File: src/rtl/aes_spi_pkg.sv
// aes_spi_pkg: frame constants and FSM states shared by the AES SPI master and slave
package aes_spi_pkg;
  localparam int PT_BITS = 128;
  localparam int CT_BITS = 128;
  typedef enum logic [2:0] {IDLE, SETUP, SHIFT_HI, SHIFT_LO, HOLD, DONE} spi_state_e;
  function automatic int key_bits(input int nk);
    return 32 * nk;
  endfunction
endpackage

File: src/rtl/spi_clk_div.sv
// spi_clk_div: half-period counter ticking every CLK_DIV cycles, restarted by clr
module spi_clk_div #(
  parameter int CLK_DIV = 2
) (
  input  logic clk,
  input  logic rst,
  input  logic clr,
  output logic tick
);
  localparam int CW = $clog2(CLK_DIV + 1);
  logic [CW-1:0] cnt_q, cnt_d;
  assign tick = cnt_q == CW'(CLK_DIV - 1);
  always_comb cnt_d = (clr || tick) ? '0 : cnt_q + 1'b1;
  always_ff @(posedge clk or posedge rst)
    if (rst) cnt_q <= '0;
    else cnt_q <= cnt_d;
endmodule

File: src/rtl/aes_spi_master.sv
// aes_spi_master: SPI mode-0 initiator sending plaintext+key and reading back ciphertext
module aes_spi_master
  import aes_spi_pkg::*;
#(
  parameter int Nk      = 4,
  parameter int CLK_DIV = 2
) (
  input  logic              clk,
  input  logic              rst,
  input  logic              start,
  input  logic [127:0]      data_in,
  input  logic [32*Nk-1:0]  key_in,
  output logic              busy,
  output logic              done,
  output logic [127:0]      data_out,
  output logic              sclk,
  output logic              cs_n,
  output logic              mosi,
  input  logic              miso
);
  localparam int TX_BITS = PT_BITS + key_bits(Nk);
  localparam int TOTAL   = TX_BITS + CT_BITS;
  localparam int KW      = $clog2(TOTAL + 1);
  spi_state_e state_q, state_d;
  logic [KW-1:0] k_q, k_d;
  logic [TX_BITS-1:0] tx_q, tx_d;
  logic [CT_BITS-1:0] rx_q, rx_d, data_out_q, data_out_d;
  logic mosi_q, mosi_d, sclk_q, sclk_d, cs_n_q, cs_n_d, busy_q, busy_d, done_q, done_d;
  logic tick;
  spi_clk_div #(.CLK_DIV(CLK_DIV)) u_div (
    .clk  (clk),
    .rst  (rst),
    .clr  (state_d != state_q),
    .tick (tick)
  );
  always_comb begin
    state_d    = state_q;
    k_d        = k_q;
    tx_d       = tx_q;
    rx_d       = rx_q;
    mosi_d     = mosi_q;
    busy_d     = done_q ? 1'b0 : busy_q;
    done_d     = state_q == DONE;
    data_out_d = state_q == DONE ? rx_q : data_out_q;
    case (state_q)
      IDLE: if (start && !busy_q) begin
        state_d = SETUP;
        tx_d    = {data_in, key_in};
        k_d     = '0;
        mosi_d  = data_in[127];
        busy_d  = 1'b1;
      end
      SETUP: if (tick) state_d = SHIFT_HI;
      // falling sclk edge: advance to the next bit; zeros shifted in become the readback mosi
      SHIFT_HI: if (tick) begin
        state_d = SHIFT_LO;
        tx_d    = tx_q << 1;
        mosi_d  = tx_q[TX_BITS-2];
        k_d     = k_q + 1'b1;
      end
      SHIFT_LO: if (tick) begin
        state_d = k_q < KW'(TOTAL) ? SHIFT_HI : HOLD;
        if (k_q < KW'(TOTAL) && k_q >= KW'(TX_BITS)) rx_d = {rx_q[CT_BITS-2:0], miso};
      end
      HOLD: if (tick) state_d = DONE;
      DONE: state_d = IDLE;
      default: state_d = IDLE;
    endcase
    sclk_d = state_d == SHIFT_HI;
    cs_n_d = state_d == IDLE || state_d == DONE;
  end
  always_ff @(posedge clk or posedge rst)
    if (rst) begin
      state_q    <= IDLE;
      k_q        <= '0;
      tx_q       <= '0;
      rx_q       <= '0;
      data_out_q <= '0;
      mosi_q     <= 1'b0;
      sclk_q     <= 1'b0;
      cs_n_q     <= 1'b1;
      busy_q     <= 1'b0;
      done_q     <= 1'b0;
    end else begin
      state_q    <= state_d;
      k_q        <= k_d;
      tx_q       <= tx_d;
      rx_q       <= rx_d;
      data_out_q <= data_out_d;
      mosi_q     <= mosi_d;
      sclk_q     <= sclk_d;
      cs_n_q     <= cs_n_d;
      busy_q     <= busy_d;
      done_q     <= done_d;
    end
  assign busy     = busy_q;
  assign done     = done_q;
  assign data_out = data_out_q;
  assign sclk     = sclk_q;
  assign cs_n     = cs_n_q;
  assign mosi     = mosi_q;
endmodule

File: config.mk
export PLATFORM = sky130hd
export DESIGN_NAME = aes_spi_master
export DESIGN_NICKNAME = d
export VERILOG_FILES = /design/src/rtl/aes_spi_pkg.sv /design/src/rtl/spi_clk_div.sv /design/src/rtl/aes_spi_master.sv
export SDC_FILE = /design/constraint.sdc
export NUM_CORES = 1
export LEC_CHECK = 0
export CORE_ASPECT_RATIO = 2
export CORE_MARGIN = 10
export CORE_UTILIZATION = 48
export DETAILED_ROUTE_END_ITERATION = 12
export PLACE_DENSITY = 0.77
export SLEW_MARGIN = 15
export SYNTH_ARGS = -nofsm -noshare
export SYNTH_HDL_FRONTEND = slang
export SYNTH_SLANG_ARGS = --single-unit
File: constraint.sdc
create_clock -name clk -period 17.4 [get_ports clk]
set_input_delay 1.74 -clock clk [delete_from_list [all_inputs] [get_ports clk]]
set_output_delay 1.74 -clock clk [all_outputs]
set_load 0.05 [all_outputs]
**Word level (Yosys, flattened, before mapping)**

Cells that the tools add are included.

- Logic and storage cells: 56
- Register bits after elaboration: 530
- Input bits: 260
- Output and inout bits: 133

- Reduce and logical (&&, ||, !) cells: 10
- Add/sub/neg operators: 2
- Order comparisons: 2
- Eq/ne operators: 11
- Mux-type cells: 20

Operator list:

| cell | number |
|---|---|
| $mux W255 | 2 |
| $pmux W255 S2 | 1 |
| $mux W3 | 6 |
| $mux W9 | 2 |
| $pmux W9 S2 | 1 |
| $pmux W3 S5 | 1 |
| $add A9 B1 Y9 const B | 1 |
| $eq A3 B2 Y1 const B | 3 |
| $eq A3 B3 Y1 const B | 3 |
| $ge A9 B9 Y1 const B | 1 |
| $lt A9 B9 Y1 const B | 1 |
| $logic_not A3 Y1 | 2 |
| $reduce_and A3 Y1 | 2 |
| $mux W1 | 5 |
| $eq A3 B1 Y1 const B | 1 |
| $ne A3 B3 Y1 | 1 |
| $add A2 B1 Y2 const B | 1 |
| $eq A2 B1 Y1 const B | 1 |
| $logic_and A1 B1 Y1 | 2 |
| $logic_or A1 B1 Y1 | 2 |
| $mux W2 | 1 |
| $ne A2 B1 Y1 const B | 1 |
| $ne A2 B2 Y1 const B | 1 |
| $pmux W1 S2 | 1 |
| 2 further kinds | 2 |

**Longest topological paths before layout**

- Word-level depth: 7
- Depth in mapped cells: 9
- Mapped depth without buffers: 6

**Hierarchy**

A second synthesis with hierarchy kept.

- Cell total of the unflattened synthesis: 2011
- Area total of the unflattened synthesis: 22186.3 µm²

Modules (own cells, without submodules):

| module | area an instance (µm²) | instances | cells each | seq. area each (µm²) |
|---|---|---|---|---|
| aes_spi_master | 22096.2 | 1 | 2004 | 13213.9 |
| spi_clk_div | 90.1 | 1 | 7 | 50.0 |

**Worst setup path after synthesis**

No wires, ideal clock.

- Path kind: in2reg
- Start point: in start
- End point: reg k_q[8]
- Buffers on the path: 1
- Library setup time: 78 ps
- Stages on the path: 5
- Setup slack: 14461 ps
- Arrival: 2861 ps
- Required time: 17322 ps
- Path through: nor3b_4 -> o21ai_2 -> buf_6 -> or4_1 -> a21oi_1

- Cells in the longest elaborated chain, start to end: 3

Ends and longest elaborated chain:

| item | RTL line | RTL |
|---|---|---|
| from (decl) | aes_spi_master.sv:10 | `input logic start,` |
| $logic_and A1 B1 Y1 | aes_spi_master.sv:46 | `IDLE: if (start && !busy_q) begin` |
| $ne A2 B2 Y1 (no source line) | -- |  |
| $reduce_and A3 Y1 (no source line) | -- |  |
| to (signal assigned) | aes_spi_master.sv:86 | `k_q <= k_d;` |
| to (decl) | aes_spi_master.sv:25 | `logic [KW-1:0] k_q, k_d;` |

Every way passes these cells.
A chain may end at the register's enable or synchronous reset.

**Worst setup path after layout**

- Start point: in start
- End point: reg tx_q[48]

- Cells in the longest elaborated chain, start to end: 3

Ends and longest elaborated chain:

| item | RTL line | RTL |
|---|---|---|
| $logic_and A1 B1 Y1 | aes_spi_master.sv:46 |  |
| $ne A2 B2 Y1 (no source line) | -- |  |
| $reduce_and A3 Y1 (no source line) | -- |  |
| to (signal assigned) | aes_spi_master.sv:87 | `tx_q <= tx_d;` |
| to (decl) | aes_spi_master.sv:26 | `logic [TX_BITS-1:0] tx_q, tx_d;` |

Every way passes these cells.

==> impl_metrics.py <==
metrics = {
    "outcome": {
        "outcome": "completed",
    },
    "routing": {
        "dr.pass1.iters": 5,
        "postRouteAntennaNets": 0,
        "drtIter0Drc": 1144,
        "drt-vias-per-instance": 5.214,
        "via_count": 15350,
        "wl_um": 54310,
        "wl_per_cell_um": 18.44,
        "drc": 0,
    },
    "clocking": {
        "clk_path_buf_depth": 3,
        "post_cts_resized": 0,
        "clock_latency_ns": 0.56,
        "cts_tree": "yes",
        "cts.clk_slew.worst_paths_ns": 0.06,
        "cts-root-buf": "clkbuf_16",
        "htree_num_levels": 2,
        "post_cts.repair.setup_buffers": 0,
        "cts_buffers": 46,
        "clock-sinks": 530,
        "cts_hold_buf": 0,
    },
    "die": {
        "rows": 111,
        "die_w_um": 171.5,
        "io_pins": 393,
        "core_mm2": 0.04569,
        "die_y_um": 323.0,
        "die-area_mm2": 0.05539,
        "initial_utilization": 0.4822,
    },
    "worst_setup_path": {
        "critPathArrivalTime_ns": 5.46,
        "worst-endpoint-required_ns": 17.77,
        "cp_max_fo": 277,
        "crit_type": "primary input to register",
        "start_kind": "primary input",
        "rr_worst_depth": 7,
        "crit_path_end_kind": "register",
    },
    "sta": {
        "rsz0062_at_grt": "false",
        "hold_viol_final": 0,
        "max_slew_margin": 0.2533,
        "tns_ns": 0,
        "setup_violations": 0,
        "maxSlewViolCount": 0,
        "fmax_mhz": 196.4,
        "worst_pin_slew_ns": 1.120,
        "clock_skew_ns": 0.02347,
        "worst_hold_slack_ns": 0.4656,
        "min_period_over_period": 0.2926,
        "fin_crit_ns": 5.092,
    },
    "global_routing": {
        "grt_pass1_wl_um": 87300,
        "antenna_found_initial": 14,
        "grt_use_total": 0.1950,
        "grt_overflow": 0,
        "grt_pass1_vias": 16170,
        "grt_max_degree": 278,
    },
    "synth": {
        "ys_seq_area_frac": 0.6021,
        "ys_seq_elements": 530,
        "synthDistinctLibCells": 42,
        "synth.avg_cell_area_um2": 10.94,
        "syn-num-nets": 2276,
        "syn_area_mm2": 0.02203,
        "syn_inst": 2013,
        "yosysWarnings": 0,
    },
    "min_path": {
        "min_path_cells": 2,
        "worstHoldPathType": "register to register",
    },
    "final_layout": {
        "drive_gt1_frac": 0.09903,
        "area_delta_synth_final_pct": 26.98,
        "final_common_cell": "nand2_1",
        "most-common-layout-cells": "647 x nand2_1, 529 x dfrtp_1, 392 x clkdlybuf4s50_1, 257 x o21ai_0, 255 x mux2i_1",
        "fin_nets": 2598,
    },
    "place": {
        "numPortBuffers": 392,
        "dp_hpwl_um": 36870,
        "routabilityCongestion": 0.8204,
    },
    "pwr": {
        "powerDensity_mw_per_mm2": 130.0,
        "leakagePower_nw": 13.87,
        "vdd_drop_max_mv": 0.1272,
    },
    "job": {
        "maxCapViolations": 0,
    },
}
## sequential cells by signal (all words and copies together) (netlist names)
name,count
rx_q,128
tx_q,255
busy,1
mosi,1
cs_n,1
k_q,9
data_out,128
u_div.cnt_q,2
sclk,1
state_q,3
done,1
## power by group
part	internal, W	leakage [nW]	switching [W]
logic	0.000393	6.01	0.000399
clock network	0.000692	0.856	0.000471
registers	0.00152	7.00	0.000167
## layer usage
metal / vias up / part of all wire / global-route usage
met5: - / 0.0019 / 0
met4: 16 / 0.028 / 0.06598
met3: 88 / 0.091 / 0.07204
met2: 402 / 0.50 / 0.3275
met1: 7483 / 0.38 / 0.2238
li1: 7365 / - / -
## synth_stat cells (all sizes together)
| cell type | number | area, µm² |
|---|---|---|
| o211ai | 2 | 15.01 |
| a21o | 1 | 7.510 |
| a32o | 1 | 10.01 |
| or3 | 1 | 6.260 |
| inv | 6 | 22.52 |
| and2 | 3 | 18.77 |
| o21bai | 1 | 7.510 |
| nor4bb | 1 | 10.01 |
| o2111ai | 2 | 17.52 |
| a31o | 1 | 8.760 |
| mux2 | 128 | 1441 |
| nor2b | 1 | 6.260 |
| nor3b | 2 | 26.28 |
| dfstp | 1 | 26.28 |
| ha | 3 | 37.54 |
| o31ai | 1 | 7.510 |
| o221a | 1 | 11.26 |
| dfrtp | 529 | 13240 |
| xor2 | 4 | 35.03 |
| and4 | 1 | 8.760 |
| o21ai | 258 | 1295 |
| o311ai | 1 | 8.760 |
| mux2i | 255 | 2552 |
| a211oi | 1 | 7.510 |
| nand3b | 1 | 7.510 |
| nand3 | 1 | 5.000 |
| nand4 | 2 | 12.51 |
| xnor2 | 1 | 8.760 |
| a2111o | 1 | 11.26 |
| nor3 | 3 | 15.01 |
| a22o | 1 | 8.760 |
| a21oi | 4 | 20.02 |
| buf | 71 | 399.1 |
| nor2 | 13 | 48.80 |
| or4 | 1 | 7.510 |
| clkbuf | 62 | 232.7 |
| nand2 | 647 | 2429 |
## metrics by stage
stage	instances	total power (W)	instance area (µm²)	util	setup WS, ns
floorplan	2013	0.002282	22030	-	0.8515
global placement	2852	0.002453	26210	0.5736	12.03
detailed placement	2852	0.002505	26210	0.5736	11.86
CTS	2938	0.003677	27960	0.6118	12.45
global route	2944	0.003848	27970	0.6122	11.95
finish	2945	0.003636	27970	0.6122	12.31
## worst max-delay path, cell delays in order
cell and delay [ns]:
clkdlybuf4s50_1 0.43, nor3b_4 0.19, o21ai_4 0.23, buf_4 0.63, buf_12 0.61, buf_4 0.98, o21ai_0 0.26
## logic make-up after synthesis
logic type,share of synthesized area
buf+inv,0.02970
flops,0.6021
xor+xnor,0.001988
compound gates,0.06520
simple gates,0.1181
mux,0.1813
fa+ha+maj,0.001704
## cell type report
cell class	count	area [µm²]
Antenna cell	7	17.52
Fill cell	3638	17720
Timing Repair Buffer	407	4074
Multi-Input combinational cell	1344	8130
Clock buffer	60	1325
Clock inverter	26	424.2
Sequential cell	530	13260
Tap cell	565	706.9
Inverter	6	32.53
## worst paths after layout
check / to / slack (ns) / startpoint
max in group asynchronous: busy / 13.25 / rst
min reg2reg: data_out[127] / 0.47 / rx_q[127]
max reg2reg: tx_q[48] / 13.08 / u_div.cnt_q[0]
min: data_out[127] / 0.47 / rx_q[127]
min in group asynchronous: tx_q[50] / 1.74 / rst
max: tx_q[48] / 12.31 / start
Power figures use the tool's default switching activity.
